`src/rtl/inst_loop_pkg.sv`:
```
// Shared types and limits for the nested instruction-loop controller.
package inst_loop_pkg;

    localparam int MaxNumLoops   = 8;
    localparam int DefAddrWidth  = 32;
    localparam int DefCountWidth = 10;

    typedef enum logic [1:0] {
        IDLE = 2'd0,
        RUN  = 2'd1,
        DONE = 2'd2
    } loop_state_e;

    typedef struct packed {
        logic [DefAddrWidth-1:0]  jump_addr;
        logic [DefAddrWidth-1:0]  end_addr;
        logic [DefCountWidth-1:0] count;
    } loop_cfg_t;

endpackage

```
`src/rtl/inst_loop_level_cnt.sv`:
```
// Iteration counter for one loop level; a programmed count of 0 behaves as a single pass.
module inst_loop_level_cnt #(
    parameter int CountWidth = 10
) (
    input  logic                  clk_i,
    input  logic                  rst_ni,
    input  logic                  clr_i,
    input  logic                  adv_i,
    input  logic                  hit_i,
    input  logic                  inc_i,
    input  logic                  wrap_i,
    input  logic [CountWidth-1:0] count_i,
    output logic [CountWidth-1:0] cnt_o,
    output logic                  last_o
);

    logic [CountWidth-1:0] cnt_r;

    function automatic logic [CountWidth-1:0] final_index(input logic [CountWidth-1:0] count);
        logic [CountWidth-1:0] idx;
        if (count == {CountWidth{1'b0}}) begin
            idx = {CountWidth{1'b0}};
        end else begin
            idx = count - CountWidth'(1);
        end
        return idx;
    endfunction

    assign last_o = (cnt_r == final_index(count_i));
    assign cnt_o  = cnt_r;

    // Count up on a jump from this level, wrap to zero when its final pass completes.
    always_ff @(posedge clk_i or negedge rst_ni) begin
        if (!rst_ni) begin
            cnt_r <= {CountWidth{1'b0}};
        end else if (clr_i) begin
            cnt_r <= {CountWidth{1'b0}};
        end else if (adv_i && hit_i && inc_i && !last_o) begin
            cnt_r <= cnt_r + CountWidth'(1);
        end else if (adv_i && hit_i && last_o && wrap_i) begin
            cnt_r <= {CountWidth{1'b0}};
        end
    end

endmodule

```
`src/rtl/inst_loop_nest_ctrl.sv`:
```
// N-level nested loop controller: matches the PC against per-level end addresses and drives the PC mux.
// Optional performance counters are built when INST_LOOP_PERF_CNT_EN is defined.
module inst_loop_nest_ctrl
    import inst_loop_pkg::*;
#(
    parameter int  InstMemAddrWidth   = 32,
    parameter int  InstLoopCountWidth = 10,
    parameter int  NumLoops           = 4,
    localparam int LoopNumWidth       = $clog2(NumLoops + 1)
) (
    input  logic                                         clk_i,
    input  logic                                         rst_ni,
    input  logic                                         clr_i,
    input  logic                                         en_i,
    input  logic                                         stall_i,
    input  logic                                         dbg_en_i,
    input  logic [InstMemAddrWidth-1:0]                  inst_pc_i,
    input  logic [LoopNumWidth-1:0]                      inst_loop_mode_i,
    input  logic [NumLoops-1:0][InstMemAddrWidth-1:0]    inst_loop_jump_addr_i,
    input  logic [NumLoops-1:0][InstMemAddrWidth-1:0]    inst_loop_end_addr_i,
    input  logic [NumLoops-1:0][InstLoopCountWidth-1:0]  inst_loop_count_i,
    output logic                                         inst_jump_o,
    output logic [InstMemAddrWidth-1:0]                  inst_jump_addr_o,
    output logic                                         inst_loop_done_o,
    output logic                                         inst_loop_busy_o,
    output logic [NumLoops-1:0][InstLoopCountWidth-1:0]  inst_loop_iter_o
`ifdef INST_LOOP_PERF_CNT_EN
    ,
    output logic [31:0]                                  inst_loop_jump_cnt_o,
    output logic [31:0]                                  inst_loop_cycle_cnt_o
`endif
);

    loop_state_e                 state_r, state_s;
    logic                        run_s, adv_s, clear_s, any_sel_s, done_s;
    logic [NumLoops-1:0]         hit_s, last_s, outer_s, sel_s, wrap_s;
    logic [InstMemAddrWidth-1:0] sel_addr_s;

    assign run_s   = (state_r == RUN);
    assign adv_s   = en_i & ~stall_i & ~dbg_en_i & run_s;
    assign clear_s = clr_i | ~en_i;

    for (genvar k = 0; k < NumLoops; k++) begin : g_level
        assign hit_s[k]   = (LoopNumWidth'(k) < inst_loop_mode_i) &&
                            (inst_pc_i == inst_loop_end_addr_i[k]);
        assign outer_s[k] = (inst_loop_mode_i == LoopNumWidth'(k + 1));

        inst_loop_level_cnt #(
            .CountWidth (InstLoopCountWidth)
        ) u_cnt (
            .clk_i   (clk_i),
            .rst_ni  (rst_ni),
            .clr_i   (clear_s),
            .adv_i   (adv_s),
            .hit_i   (hit_s[k]),
            .inc_i   (sel_s[k]),
            .wrap_i  (wrap_s[k]),
            .count_i (inst_loop_count_i[k]),
            .cnt_o   (inst_loop_iter_o[k]),
            .last_o  (last_s[k])
        );
    end

    // Innermost level still iterating wins; levels below it (and all levels if none wins) may wrap.
    always_comb begin
        sel_s      = {NumLoops{1'b0}};
        wrap_s     = {NumLoops{1'b0}};
        any_sel_s  = 1'b0;
        sel_addr_s = {InstMemAddrWidth{1'b0}};
        for (int k = 0; k < NumLoops; k++) begin
            if (!any_sel_s) begin
                wrap_s[k] = 1'b1;
                if (hit_s[k] && !last_s[k]) begin
                    sel_s[k]   = 1'b1;
                    any_sel_s  = 1'b1;
                    sel_addr_s = inst_loop_jump_addr_i[k];
                end else begin
                    sel_s[k] = 1'b0;
                end
            end else begin
                wrap_s[k] = 1'b0;
            end
        end
    end

    assign done_s = adv_s & ~any_sel_s & (|(outer_s & hit_s & last_s));

    // State register.
    always_ff @(posedge clk_i or negedge rst_ni) begin
        if (!rst_ni) begin
            state_r <= IDLE;
        end else begin
            state_r <= state_s;
        end
    end

    // Next state: clear and disable override a stall, which in turn freezes the machine.
    always_comb begin
        state_s = state_r;
        if (clr_i || !en_i) begin
            state_s = IDLE;
        end else if (stall_i || dbg_en_i) begin
            state_s = state_r;
        end else begin
            case (state_r)
                IDLE: begin
                    if (inst_loop_mode_i != {LoopNumWidth{1'b0}}) begin
                        state_s = RUN;
                    end else begin
                        state_s = IDLE;
                    end
                end
                RUN: begin
                    if (done_s) begin
                        state_s = DONE;
                    end else begin
                        state_s = RUN;
                    end
                end
                DONE:    state_s = DONE;
                default: state_s = IDLE;
            endcase
        end
    end

    assign inst_jump_o      = run_s & any_sel_s;
    assign inst_jump_addr_o = run_s ? sel_addr_s : {InstMemAddrWidth{1'b0}};
    assign inst_loop_done_o = done_s;
    assign inst_loop_busy_o = run_s;

`ifdef INST_LOOP_PERF_CNT_EN
    logic [31:0] jump_cnt_r, cycle_cnt_r;

    // Saturating counts of taken jumps and of cycles spent running.
    always_ff @(posedge clk_i or negedge rst_ni) begin
        if (!rst_ni) begin
            jump_cnt_r  <= 32'd0;
            cycle_cnt_r <= 32'd0;
        end else if (clr_i) begin
            jump_cnt_r  <= 32'd0;
            cycle_cnt_r <= 32'd0;
        end else begin
            if (adv_s && any_sel_s && (jump_cnt_r != {32{1'b1}})) begin
                jump_cnt_r <= jump_cnt_r + 32'd1;
            end
            if (run_s && (cycle_cnt_r != {32{1'b1}})) begin
                cycle_cnt_r <= cycle_cnt_r + 32'd1;
            end
        end
    end

    assign inst_loop_jump_cnt_o  = jump_cnt_r;
    assign inst_loop_cycle_cnt_o = cycle_cnt_r;
`endif

endmodule

```
`config.mk`:
```
export PLATFORM = sky130hd
export DESIGN_NAME = inst_loop_nest_ctrl
export DESIGN_NICKNAME = d
export VERILOG_FILES = /design/src/rtl/inst_loop_pkg.sv /design/src/rtl/inst_loop_level_cnt.sv /design/src/rtl/inst_loop_nest_ctrl.sv
export SDC_FILE = /design/constraint.sdc
export NUM_CORES = 1
export LEC_CHECK = 0
export ABC_CLOCK_PERIOD_IN_PS = 5100
export BUFFER_PORTS_ARGS = -buffer_cell sky130_fd_sc_hd__buf_4
export CAP_MARGIN = 20
export CORE_AREA = 2 2 160 162
export DETAILED_ROUTE_END_ITERATION = 6
export DIE_AREA = 0 0 162 164
export PLACE_DENSITY = 0.63
export RECOVER_POWER = 50
export SYNTH_ARGS = -nofsm -noshare
export SYNTH_HDL_FRONTEND = slang
export SYNTH_SLANG_ARGS = --single-unit
```
`constraint.sdc`:
```
create_clock -name clk_i -period 5.1 [get_ports clk_i]
set_input_delay 1.02 -clock clk_i [delete_from_list [all_inputs] [get_ports clk_i]]
set_output_delay 1.02 -clock clk_i [all_outputs]
set_load 0.05 [all_outputs]
```
# Word-level counts from Yosys, hierarchy flattened
# Cells that the tools add are included.
[word_totals]
input_bits = 337
ff_bits = 42
[classes]
mux = 42
reduce_logical = 45
bitwise_logic = 13
n_lt_le_gt_ge = 4
n_eq_ne = 15
addsub = 8
[ops]
columns = ["cell", "n"]
rows = [
  ["$mux W32", 8],
  ["$mux W10", 16],
  ["$eq A32 B32 Y1", 4],
  ["$add A10 B1 Y10 const B", 4],
  ["$eq A10 B10 Y1", 4],
  ["$logic_not A10 Y1", 4],
  ["$sub A10 B1 Y10 const B", 4],
  ["$logic_and A1 B1 Y1", 27],
  ["$reduce_bool A3 Y1", 5],
  ["$mux W1", 14],
  ["$and A4 B4 Y4", 2],
  ["$and A1 B1 Y1", 6],
  ["$eq A3 B2 Y1 const B", 2],
  ["$lt A1 B3 Y1 const A", 2],
  ["$lt A2 B3 Y1 const A", 2],
  ["$mux W2", 3],
  ["$pmux W2 S3", 1],
  ["$logic_not A1 Y1", 5],
  ["$not A1 Y1", 4],
  ["$reduce_or A4 Y1", 1],
  ["$eq A3 B1 Y1 const B", 1],
  ["$eq A3 B3 Y1 const B", 1],
  ["$eq A2 B1 Y1 const B", 1],
  ["$eq A2 B2 Y1 const B", 1],
  ["4 further kinds", 5],
]

# Longest topological paths before layout
# Gate-level depths: netlist (run 1).
[depth]
depth_word = 16
depth_mapped = 15
depth_no_buf = 11

# Modules after synthesis
# From an unflattened synthesis (run 1), not the netlist that was laid out.
[hier_totals]
hier_cells = 1082
area_unflattened_um2 = 8106.5
[by_module_without_submodules]
columns = ["mod", "cells_each", "n_inst", "seq_area_each_um2", "area_each_um2"]
rows = [
  ["inst_loop_nest_ctrl", 512, 1, 50.0, 3603.5],
  ["inst_loop_level_cnt (g_level[0].u_cnt ...)", 142, 3, 250.2, 1148.6],
  ["inst_loop_level_cnt (g_level[1].u_cnt)", 144, 1, 250.2, 1057.3],
]

# Least setup slack after synthesis (run 1)
# No wires, ideal clock.
[synth_path]
path_kind = "input -> output"
start = "input inst_loop_count_i[0] in the netlist's numbering"
end = "output inst_jump_addr_o[23]"
t_arrival_ns = 4.605
path_stages = 13
slack_ns = -0.525
path_buffers = 3
path_cell_list = "clkbuf_1 inv_1 ha_1 or3b_2 or3_1 a311oi_1 a21oi_1 o32a_1 o21bai_2 buf_4 buf_2 o21ai_0 o22ai_1"
[synth_via]
elab_chain_cells = 13
[synth_rtl]
columns = ["element", "line_no", "source"]
rows = [
  ["start, declared", "inst_loop_nest_ctrl.sv:21", "input logic [NumLoops-1:0][InstLoopCountWidth-1:0] inst_loop_count_i,"],
  ["$sub A10 B1 Y10 or $logic_not A10 Y1 (tied branches)", "inst_loop_level_cnt.sv:24, inst_loop_level_cnt.sv:21", ""],
  ["$mux W10 (*)", "inst_loop_level_cnt.sv:21", "if (count == {CountWidth{1'b0}}) begin"],
  ["$eq A10 B10 Y1 (*)", "inst_loop_level_cnt.sv:29", "assign last_o = (cnt_r == final_index(count_i));"],
  ["$logic_not A1 Y1 (*)", "inst_loop_nest_ctrl.sv:73", "if (hit_s[k] && !last_s[k]) begin"],
  ["$logic_and A1 B1 Y1 (*)", "inst_loop_nest_ctrl.sv:73", ""],
  ["$mux W32 (2 in a row)", "inst_loop_nest_ctrl.sv:73", ""],
  ["$mux W32", "inst_loop_nest_ctrl.sv:71", "if (!any_sel_s) begin"],
  ["$mux W32", "inst_loop_nest_ctrl.sv:73", ""],
  ["$mux W32", "inst_loop_nest_ctrl.sv:71", ""],
  ["$mux W32", "inst_loop_nest_ctrl.sv:73", ""],
  ["$mux W32 (*)", "inst_loop_nest_ctrl.sv:71", ""],
  ["$mux W32 (*)", "inst_loop_nest_ctrl.sv:127", "assign inst_jump_addr_o = run_s ? sel_addr_s : {InstMemAddrWidth{1'b0}};"],
  ["end, declared", "inst_loop_nest_ctrl.sv:23", "output logic [InstMemAddrWidth-1:0] inst_jump_addr_o,"],
]
# Mark *: on every way between the ends. The rest lies on a longest branch, timed or not.

# Worst setup path after layout (run 1)
[layout_path]
start = "input inst_loop_count_i[10] in the netlist's numbering"
end = "output inst_jump_addr_o[14]"
[layout_via]
elab_chain_cells = 12
[layout_rtl]
columns = ["element", "line_no"]
rows = [
  ["$sub A10 B1 Y10 or $logic_not A10 Y1 (tied branches)", "inst_loop_level_cnt.sv:24, inst_loop_level_cnt.sv:21"],
  ["$mux W10 (*)", "inst_loop_level_cnt.sv:21"],
  ["$eq A10 B10 Y1 (*)", "inst_loop_level_cnt.sv:29"],
  ["$logic_not A1 Y1 (*)", "inst_loop_nest_ctrl.sv:73"],
  ["$logic_and A1 B1 Y1 (*)", "inst_loop_nest_ctrl.sv:73"],
  ["$mux W32", "inst_loop_nest_ctrl.sv:73"],
  ["$mux W32", "inst_loop_nest_ctrl.sv:71"],
  ["$mux W32", "inst_loop_nest_ctrl.sv:73"],
  ["$mux W32", "inst_loop_nest_ctrl.sv:71"],
  ["$mux W32", "inst_loop_nest_ctrl.sv:73"],
  ["$mux W32 (*)", "inst_loop_nest_ctrl.sv:71"],
  ["$mux W32 (*)", "inst_loop_nest_ctrl.sv:127"],
]
# Marked as above.

==> metrics.md, run 1 <==
| Metric | Value |
|---|---|
| Drt drc | `0` |
| End of the worst hold path | `state_r[0]` |
| Peak VDD IR | `approximately 110 uV` |
| First-pass GRT wire length | `50.0 mm` |
| CTS H-tree depth | `2` |
| Req. time, crit path | `4.08 ns` |
| Slowest stage cell on the critical path | `or4b_4` |
| Detailed Place HPWL | `28.3 mm` |
| Slew HR | `-0.602` |
| Global route overflow | `0` |
| Synthesized area | `between 7000 and 8000 um2` |
| Worst Setup Start Kind | `input port` |
| Failing checks | `max-capacitance violations, max-slew violations` |
| Beginning of the worst hold path | `state_r[1]` |
| Final critical-path share of the clock period | `0.991` |
| Setup violators final | `0` |
| Fmax | `198 MHz` |
| Yosys cell types | `74` |
| Die width | `roughly 160 um` |
| Result of the run | `complete, but fails checks` |
| Worst reg2reg startpoint | `g_level[1].u_cnt.cnt_o[0]` |
| Max Slew Vio Count | `43` |
| Slew of the pin with the lowest slew margin | `2.40 ns` |
| Cell depth of the worst flop-to-flop path | `15` |
| Post-detailed-routing wire length | `34.7 mm` |
| Later-pin clock latency in the skew report | `0.29 ns` |
| Prevailing post-synth register cell | `dfrtp_1` |
| Leakage component of the power | `4.97 nW` |
| Total Die Area | `26,600 um2` |
| Hold crit path type | `flop to flop` |
| Critical path start-end classification | `input port to primary output` |
| Shortest clock period the worst path allows after layout | `around 5.1 ns` |
| Share of flip-flops with an asynchronous set or reset | `1.00` |
| Seq cells post-synth | `42` |
| Number of buffers created by CTS | `5` |
| Area Growth Syn to Fin | `71.2%` |
| Via count | `9,376` |
| Syn Nets | `1,331` |
| Cell count of the worst hold path | `3` |
| Number of buffers added on ports | `around 410` |
| Share of Yosys cell area claimed by the top area cell type | `0.149` |
| Longest Clk Path Bufs | `2` |
| Worst path most repeated cell | `buf_6` |
| Power density cells | `98.5 nW/um2` |
| Die extent in y | `roughly 160 um` |
| Sequential share of the synthesized area | `0.149` |
| Hold_ws | `0.579 ns` |
| Dominant cells by area after synthesis | `dfrtp_1 15%, xnor2_1 11%, xor2_1 9.3%` |
| Largest area contributor in the synthesized netlist | `dfrtp_1` |
| Antenna violations before repair | `0` |
| Iter 0 DRT Violations | `roughly 720` |
| Cells along the critical path | `buf_6 > inv_2 > ha_4 > or4b_4 > or3_4 > o311a_1 > o21a_1 > o31a_1 > buf_4 > o31ai_4 > buf_6 > clkbuf_16 > buf_12 > nor2_1 > o21a_1 > o22ai_4 > buf_6` |
| CP delay by family, top | `compound AO/OA/AOI/OAI gates` |
| Number of rows in the core area | `58` |
| Count of yosys warnings during synthesis | `0` |
| Cell at the root of the clock tree | `clkbuf_16` |
| Final number of hold-violating endpoints | `0` |
| Number of I/O pins | `between 400 and 500` |
| Fraction of layout instances using a drive strength above 1 | `0.395` |
| NumNets Final | `~1,800` |
| Number of buffer and inverter instances along the worst setup path | `7` |
| Syn_area_per_cell | `between 7 and 8 um2` |
| Most frequent standard cell in the layout excluding fill and tap cells | `buf_4` |
| Cells after Synth | `between 900 and 1,000` |
| Maximum clock skew at final layout | `roughly 0.0063 ns` |
| Final RePlAce weighted congestion | `about 0.91` |
| Std-Cell Core Area | `24,800 um2` |
| Number of clock sinks seen by CTS | `42` |
| DRT antenna net count | `0` |
| Leading cell types in the layout, fill and taps excluded | `408 x buf_4, 85 x xnor2_1, 74 x xor2_1, 68 x o21ai_0, 65 x inv_1` |
| Antenna cells | `0` |
| Crit-path max cell delay | `0.48 ns` |
| Arrival time at the worst endpoint | `between 4 and 5 ns` |
| Critical R2R Capture | `g_level[3].u_cnt.cnt_o[5]` |
| Biggest fanout along the worst timing path | `8` |
| Gr usage total | `0.238` |
| FILL cells | `around 2,500` |
| Initial Utilization | `0.284` |
| Clock-pin slew on the worst setup and hold paths | `around 0.060 ns` |
| Detail-routed via count per cell | `approximately 5.3` |
| Quantity of hold-fixing buffers added after cts | `0` |
| TritonCTS clock tree | `yes` |
| Maximum number of pins on one net before global-route repair | `46` |
| Average routed wire per standard cell | `approximately 20 um` |
| Number of iterations in the first detailed-routing pass | `5` |
| Critical path capture point type | `primary output` |
| Vias in the first global route | `~8,900` |
| Number of enable flip-flop cells after synthesis | `0` |
| Worst reg2reg setup slack | `1.88 ns` |
| Number of maximum-capacitance violations | `1` |
| Util after Layout | `0.485` |
[cell usage after synthesis, drive strengths merged (5+ instances only)]
cell / count
o31ai: 8
xor2: 75
mux2i: 10
inv: 69
ha: 8
o21bai: 5
xnor2: 85
nand2b: 7
a311oi: 5
or4: 9
nand2: 43
o22ai: 33
o21ai: 77
nand4b: 5
nor3: 26
nor3b: 5
or3: 13
a21oi: 63
a211oi: 9
a211o: 5
nor2: 67
buf: 25
o311ai: 5
o21a: 34
clkbuf: 34
dfrtp: 42
nand3: 46
o31a: 7
a31oi: 11
and3: 16
o211ai: 7
nor4: 37
nand4: 34
[report_power, final]
part | total [mW] | switching [mW] | internal, mW
clock | 0.309 | 0.132 | 0.177
combinational | 0.544 | 0.248 | 0.297
sequential | 0.334 | 0.000189 | 0.333
[cells by family after synthesis]
| logic type | after synthesis | synth area share |
|---|---|---|
| and+or+nand+nor | 329 | 0.252 |
| AOI/OAI and AO/OA | 304 | 0.284 |
| xor gates and xnor gates | 163 | 0.209 |
| buffers and inverters | 128 | 0.0741 |
| DFF | 42 | 0.149 |
| muxes | 12 | 0.0174 |
| adders and majority gates | 8 | 0.0142 |
[flip-flops by register name, summed over array words and instances, names as in the netlist]
register and cells:
g_level.u_cnt.cnt_o 40, state_r 2
[worst max-delay path by stage]
stage / from / end / slack [ns] / depth (start not counted)
final: inst_loop_count_i[10] / inst_jump_addr_o[14] / 0.05 / 17
after global placement: inst_loop_count_i[10] / inst_jump_addr_o[10] / -0.07 / 15
after CTS: inst_loop_count_i[10] / inst_jump_addr_o[11] / -0.001 / 14
after floorplan: inst_loop_count_i[10] / inst_jump_addr_o[21] / -0.05 / 14
after global routing: inst_loop_count_i[11] / inst_jump_addr_o[17] / -0.01 / 17
after detailed placement: inst_loop_count_i[10] / inst_jump_addr_o[10] / -0.12 / 15
[stage by stage]
step,instances,total power [mW],worst slack [ns],setup TNS [ns],cell area [um2]
after floorplan,986,0.546,-0.0467,-0.819,7560
after global placement,1742,0.864,-0.0740,-1.44,11400
after detailed placement,1742,0.868,-0.116,-2.42,11400
after CTS,1749,1.18,-0.00128,-0.00187,11700
after global routing,1764,1.25,-0.0112,-0.0300,12000
final,1764,1.19,0.0457,0,12000
[layer usage]
metal	routed length [um]	GRT usage	up-vias
met5	0	0	-
met4	1000	0.0744	0
met3	2440	0.0290	54
met2	17400	0.417	399
met1	13900	0.305	4397
li1	-	-	4526
[cell type report]
cell class	instances	area (um2)	share of cell area
tap	330	413	0.0343
timing repair buffer	500	4030	0.335
clock inverter	2	10.0	0.000831
multi-input combinational	816	6150	0.511
inverter	69	262	0.0217
sequential	42	1050	0.0873
clock buffer	5	125	0.0104
[worst register-to-register path: stages (launching register included)]
cell and delay (ns):
dfrtp_1 0.54, nor2_1 0.12, a21oi_1 0.13, o32ai_1 0.11, nor4_2 0.29, o211ai_1 0.19, buf_4 0.19, o31ai_4 0.18
buf_6 0.16, clkbuf_16 0.15, buf_12 0.13, buf_4 0.11, buf_4 0.15, a41oi_2 0.31, a31oi_1 0.25, mux2i_1 0.09
[repair_timing]
| action | 4_1_cts | 5_1_grt |
|---|---|---|
| endpoints found under the setup margin | 32 | 33 |
| gates cloned | 0 | 7 |
| buffers inserted | 0 | 8 |
| resized for setup | 35 | 60 |
| pin swaps | 6 | 53 |
Note: power is estimated with default switching activity, not from simulation.
==> run 2, diff against run 1 <==
PLACE_DENSITY = unset   (was 0.63)
PLACE_DENSITY_LB_ADDON = 0.2   (was unset)
==> run 2 against run 1 <==
Effect of this change: the flow still finishes with violations (max-capacitance violations, max-slew violations); critical endpoint is now inst_jump_addr_o[11]; worst setup slack improved by 0.028 ns; critical path type unchanged; clock power rose by 4%; combinational power is 1% lower; cell count shrank 0.34%; cell area decreased by 1.6%; sequential power hardly changed; largest cell class unchanged; non-clock buffer count fell by 7; clock-buffer cell count up 2; critical path depth fell by 3.
==> metrics.md, run 2 (same netlist as run 1, synthesis figures left out) <==
| Metric | Value |
|---|---|
| Via count | `around 9,200` |
| Biggest fanout along the worst timing path | `8` |
| Later-pin clock latency in the skew report | `0.28 ns` |
| NumNets Final | `1,772` |
| Critical path capture point type | `primary output` |
| Total Die Area | `between 20,000 and 30,000 um2` |
| Failing checks | `max-capacitance violations, max-slew violations` |
| Antenna cells | `0` |
| Placed Cells incl. Taps | `between 1,500 and 2,000` |
| Peak VDD IR | `roughly 110 uV` |
| Setup TNS | `0 ns` |
| Longest Clk Path Bufs | `2` |
| Antenna violations before repair | `0` |
| Leading cell types in the layout, fill and taps excluded | `426 x buf_4, 85 x xnor2_1, 75 x xor2_1, 66 x nor2_1, 66 x inv_1` |
| Worst Setup Start Kind | `input port` |
| Iter 0 DRT Violations | `560` |
| Cells along the critical path | `buf_6 > inv_2 > ha_4 > or4b_4 > or3_4 > o311a_1 > o21a_1 > o31a_1 > o31a_4 > nor3_4 > nand2_4 > buf_12 > o22ai_4 > buf_6` |
| Req. time, crit path | `about 4 ns` |
| Quantity of hold-fixing buffers added after cts | `0` |
| Hold crit path type | `flop to flop` |
| Number of maximum-capacitance violations | `1` |
| Number of rows in the core area | `58` |
| Leakage component of the power | `between 4 and 5 nW` |
| Number of buffers created by CTS | `5` |
| Die width | `between 150 and 200 um` |
| CTS H-tree depth | `2` |
| Area Growth Syn to Fin | `68.5%` |
| Worst path most repeated cell | `buf_6` |
| Setup repair after global routing missed its margin | `yes` |
| Maximum clock skew at final layout | `between 0.004 and 0.005 ns` |
| Number of buffer and inverter instances along the worst setup path | `4` |
| Worst reg2reg setup slack | `roughly 1.6 ns` |
| Clock-pin slew on the worst setup and hold paths | `0.06 ns` |
| TritonCTS clock tree | `yes` |
| Std-Cell Core Area | `24,800 um2` |
| Setup violators final | `0` |
| Max Slew Vio Count | `between 40 and 50` |
| Average routed wire per standard cell | `18.9 um` |
| Post-detailed-routing wire length | `33.2 mm` |
| Number of I/O pins | `412` |
| Gr usage total | `0.236` |
| Slew of the pin with the lowest slew margin | `about 2.3 ns` |
| Most frequent standard cell in the layout excluding fill and tap cells | `buf_4` |
| Slew HR | `-0.565` |
| Final RePlAce weighted congestion | `between 0.9 and 1` |
| CP delay by family, top | `simple AND/OR/NAND/NOR gates` |
| Die extent in y | `about 160 um` |
| Initial Utilization | `0.284` |
| Final number of hold-violating endpoints | `0` |
| First-pass GRT wire length | `49.5 mm` |
| Global route overflow | `0` |
| Worst slack, placed | `-0.115 ns` |
| Fraction of layout instances using a drive strength above 1 | `0.391` |
| Final critical-path share of the clock period | `0.986` |
| Vias in the first global route | `slightly below 9,000` |
| Shortest clock period the worst path allows after layout | `between 5 and 6 ns` |
| Critical path start-end classification | `input port to primary output` |
| Result of the run | `complete, but fails checks` |
| Util after Layout | `0.478` |
| Cell at the root of the clock tree | `clkbuf_16` |
| Drt drc | `0` |
| Detail-routed via count per cell | `about 5.2` |
| Number of clock sinks seen by CTS | `42` |
| Power density cells | `around 100 nW/um2` |
| Fmax | `approximately 200 MHz` |
| Maximum number of pins on one net before global-route repair | `between 40 and 50` |
| Arrival time at the worst endpoint | `between 4 and 5 ns` |
| Slowest stage cell on the critical path | `or4b_4` |
| Worst path setup slack after routing | `around 0.074 ns` |
| Number of buffers added on ports | `between 400 and 500` |
| Final instance count without filler cells | `between 1,500 and 2,000` |
| Crit-path max cell delay | `roughly 0.47 ns` |
| DRT antenna net count | `0` |
| Max FFs per register | `40` |
| Number of iterations in the first detailed-routing pass | `5` |
| Detailed Place HPWL | `approximately 28 mm` |
run 2: power breakdown:
group	leakage (nW)	internal, mW	total, mW	switching, mW
clock	0.0739	0.194	0.321	0.127
combinational	4.24	0.297	0.538	0.241
sequential	0.587	0.333	0.334	0.000203
run 2: cell type report:
| cell class | instances | area (um2) |
|---|---|---|
| flip-flops and latches | 42 | 1050 |
| multi-input cells | 816 | 6090 |
| inverters | 69 | 262 |
| well taps | 330 | 413 |
| repair buffers | 493 | 3890 |
| clock inverters | 1 | 5.00 |
| fillers | 2511 | 13000 |
| clock buffers | 7 | 143 |
run 2: path summary, 6_finish.rpt:
kind	from	cells after the start	to
worst min register to register	state_r[1]	3	state_r[0]
worst max register to register	state_r[1]	8	g_level[3].u_cnt.cnt_o[6]
worst max-delay path	inst_loop_count_i[10]	14	inst_jump_addr_o[11]
min in group asynchronous	rst_ni	1	g_level[2].u_cnt.cnt_o[1]
worst min-delay path	state_r[1]	3	state_r[0]
max in group asynchronous	rst_ni	1	g_level[3].u_cnt.cnt_o[8]
run 2: per-layer routing:
layer | vias to the layer above | track usage | routed length [um]
li1 | 4515 | - | -
met1 | 4283 | 0.308 | 14000
met2 | 349 | 0.406 | 16400
met3 | 50 | 0.0336 | 1970
met4 | 0 | 0.0660 | 869
met5 | - | 0 | 0
run 2: what timing repair did:
item / CTS / global route
gates cloned: 2 / 0
resized for setup: 37 / 45
endpoints found under the setup margin: 33 / 33
setup buffers: 1 / 0
pin swaps: 8 / 2
run 2: worst reg2reg max path, cell delays in order (launching register included):
cell	delay, ns
dfrtp_1	0.36
inv_1	0.09
nand2_1	0.11
inv_1	0.80
nand3_1	0.33
or2_2	0.50
nor2_1	0.54
nand2_1	0.33
o311ai_1	0.34
run 2: per-stage QoR:
| step | area, um2 | power, mW | hold WS [ns] |
|---|---|---|---|
| final | 11900 | 1.19 | 0.589 |
| after global routing | 11900 | 1.25 | 0.632 |
| after CTS | 11800 | 1.20 | 0.575 |
| after detailed placement | 11400 | 0.870 | 0.557 |
| after global placement | 11400 | 0.864 | 0.546 |
| after floorplan | 7560 | 0.546 | 0.510 |
==> run 3, diff against run 2 <==
BUFFER_PORTS_ARGS = unset   (was -buffer_cell sky130_fd_sc_hd__buf_4)
CORE_AREA = 2 2 158 160   (was 2 2 160 162)
DIE_AREA = 0 0 160 162   (was 0 0 162 164)
DONT_BUFFER_PORTS = 1   (was unset)
==> run 3 against run 2 <==
Effect of this change: the flow now finishes without violations; non-clock buffer count fell by 407; flip-flop and latch count is the same; total power shrank 23%; sequential power hardly changed; clock skew up 0.0099 ns; combinational power is 54% lower; worst setup slack improved by 0.034 ns; clock-buffer cell count is the same; critical path type unchanged; largest cell class unchanged; highest routed layer unchanged.
==> metrics.md, run 3 (same netlist as run 1, synthesis figures left out) <==
| Metric | Value |
|---|---|
| Power density cells | `about 100 nW/um2` |
| Number of buffers added on ports | `0` |
| Tot Pwr | `~0.92 mW` |
| Slew of the pin with the lowest slew margin | `approximately 1 ns` |
| Worst reg2reg setup slack | `approximately 1.6 ns` |
| Maximum number of pins on one net before global-route repair | `43` |
| Maximum clock skew at final layout | `0.0141 ns` |
| Cell depth of the worst flop-to-flop path | `13` |
| Clock-pin slew on the worst setup and hold paths | `around 0.07 ns` |
| Iter 0 DRT Violations | `~560` |
| Critical Path Source | `inst_loop_count_i[10]` |
| Number of I/O pins | `412` |
| Result of the run | `completed` |
| Critical path start-end classification | `input port to primary output` |
| Cell internal pwr | `about 0.65 mW` |
| Area Growth Syn to Fin | `28.6%` |
| Max Slew Vio Count | `0` |
| Cell at the root of the clock tree | `clkbuf_16` |
| CTS H-tree depth | `2` |
| Number of clock sinks seen by CTS | `between 40 and 50` |
| Worst Setup Start Kind | `input port` |
| Final critical-path share of the clock period | `0.979` |
| Detail-routed via count per cell | `5.78` |
| Arrival time at the worst endpoint | `~4.0 ns` |
| Later-pin clock latency in the skew report | `a little under 0.3 ns` |
| Average routed wire per standard cell | `approximately 23 um` |
| Leading cell types in the layout, fill and taps excluded | `85 x xnor2_1, 75 x xor2_1, 68 x inv_1, 67 x nor2_1, 67 x o21ai_0` |
| Power spent charging and discharging nets | `roughly 0.27 mW` |
| Die width | `roughly 160 um` |
| Die extent in y | `between 150 and 200 um` |
| Post-route cell area | `between 9000 and 10,000 um2` |
| DRT antenna net count | `0` |
| Util after Layout | `0.375` |
| Req. time, crit path | `between 4 and 5 ns` |
| Worst path setup slack after routing | `approximately 0.11 ns` |
| Peak VDD IR | `104 uV` |
| Number of iterations in the first detailed-routing pass | `6` |
| Initial Utilization | `0.292` |
| Number of maximum-capacitance violations | `0` |
| Most frequent standard cell in the layout excluding fill and tap cells | `xnor2_1` |
| TritonCTS clock tree | `yes` |
| Total Die Area | `about 26,000 um2` |
| Final RePlAce weighted congestion | `0.886` |
| Global route overflow | `0` |
| NumNets Final | `1,365` |
| Combinational fraction of design power | `0.267` |
| Sw Share | `0.289` |
| Number of buffers created by CTS | `5` |
| Vias in the first global route | `approximately 7,700` |
| Detailed Place HPWL | `approximately 26 mm` |
| Clock share of power | `0.371` |
| Gr usage total | `0.221` |
| Longest Clk Path Bufs | `2` |
| Max FFs per register | `40` |
| Post-DP Area | `approximately 9000 um2` |
| Via count | `slightly below 8,000` |
| Std-Cell Core Area | `between 20,000 and 25,000 um2` |
| Number of rows in the core area | `57` |
| Post-detailed-routing wire length | `30.9 mm` |
| Final number of hold-violating endpoints | `0` |
| First-pass GRT wire length | `approximately 45 mm` |
| Shortest clock period the worst path allows after layout | `4.99 ns` |
| Slew HR | `0.332` |
| Critical path capture point type | `primary output` |
| Fraction of layout instances using a drive strength above 1 | `0.149` |
| Hold crit path type | `input port to async pin` |
| Antenna violations before repair | `1` |
| Worst reg2reg startpoint | `g_level[1].u_cnt.cnt_o[0]` |
| Leakage component of the power | `just over 3 nW` |
| Worst slack, placed | `slightly below 0.04 ns` |
| Fmax | `200 MHz` |
| Drt drc | `0` |
| Biggest fanout along the worst timing path | `7` |
| Setup violators final | `0` |
| Sequential power share | `0.363` |
[run 3: repair_timing]
item,4_1_cts,5_1_grt
endpoints found under the setup margin,0,34
setup buffers,0,2
gates resized for setup,0,14
hold buffers,0,0
[run 3: path summary, 6_finish.rpt]
check                                            end
max                             inst_jump_addr_o[19]
min                        g_level[3].u_cnt.cnt_o[3]
max reg2reg                g_level[3].u_cnt.cnt_o[5]
min reg2reg                               state_r[0]
max in group asynchronous  g_level[1].u_cnt.cnt_o[4]
min in group clk_i                        state_r[0]
[run 3: stage by stage]
step,hold slack [ns],TNS [ns],instances
after global placement,0.557,0,1331
after floorplan,0.510,-0.819,986
after CTS,0.411,0,1339
after detailed placement,0.556,0,1331
after global routing,0.403,-0.0187,1346
final,0.418,0,1346
[run 3: per-layer routing]
layer	global-route usage	part of all wire
met3	0.0432	0.076
met1	0.275	0.40
met4	0.0614	0.022
met5	0	0
met2	0.389	0.50
[run 3: worst max-delay path, stage by stage]
cell and delay (ns):
inv_1 0.04, ha_1 0.15, or4b_4 0.49, or3_4 0.37, a211oi_2 0.22, a31oi_1 0.07
or2_4 0.26, buf_4 0.14, o31ai_4 0.28, buf_6 0.20, clkbuf_16 0.16, nor2_1 0.05
o21a_1 0.21, o22ai_4 0.15, buf_12 0.16
[run 3: power by group through the flow]
stage	sequential, mW	clock, mW	combinational, mW
2_1_floorplan	0.340	0	0.206
3_3_place_gp	0.340	0	0.243
3_5_place_dp	0.340	0	0.244
4_1_cts	0.333	0.349	0.246
5_1_grt	0.333	0.364	0.273
6_report	0.333	0.341	0.245
[run 3: final cells by class]
class | count | area (um2)
fillers | 2602 | 15100
multi-input cells | 816 | 5980
repair buffers | 86 | 1190
flip-flops and latches | 42 | 1050
well taps | 324 | 405
inverters | 69 | 259
clock buffers | 7 | 143
clock inverters | 1 | 8.76
diodes | 1 | 2.50
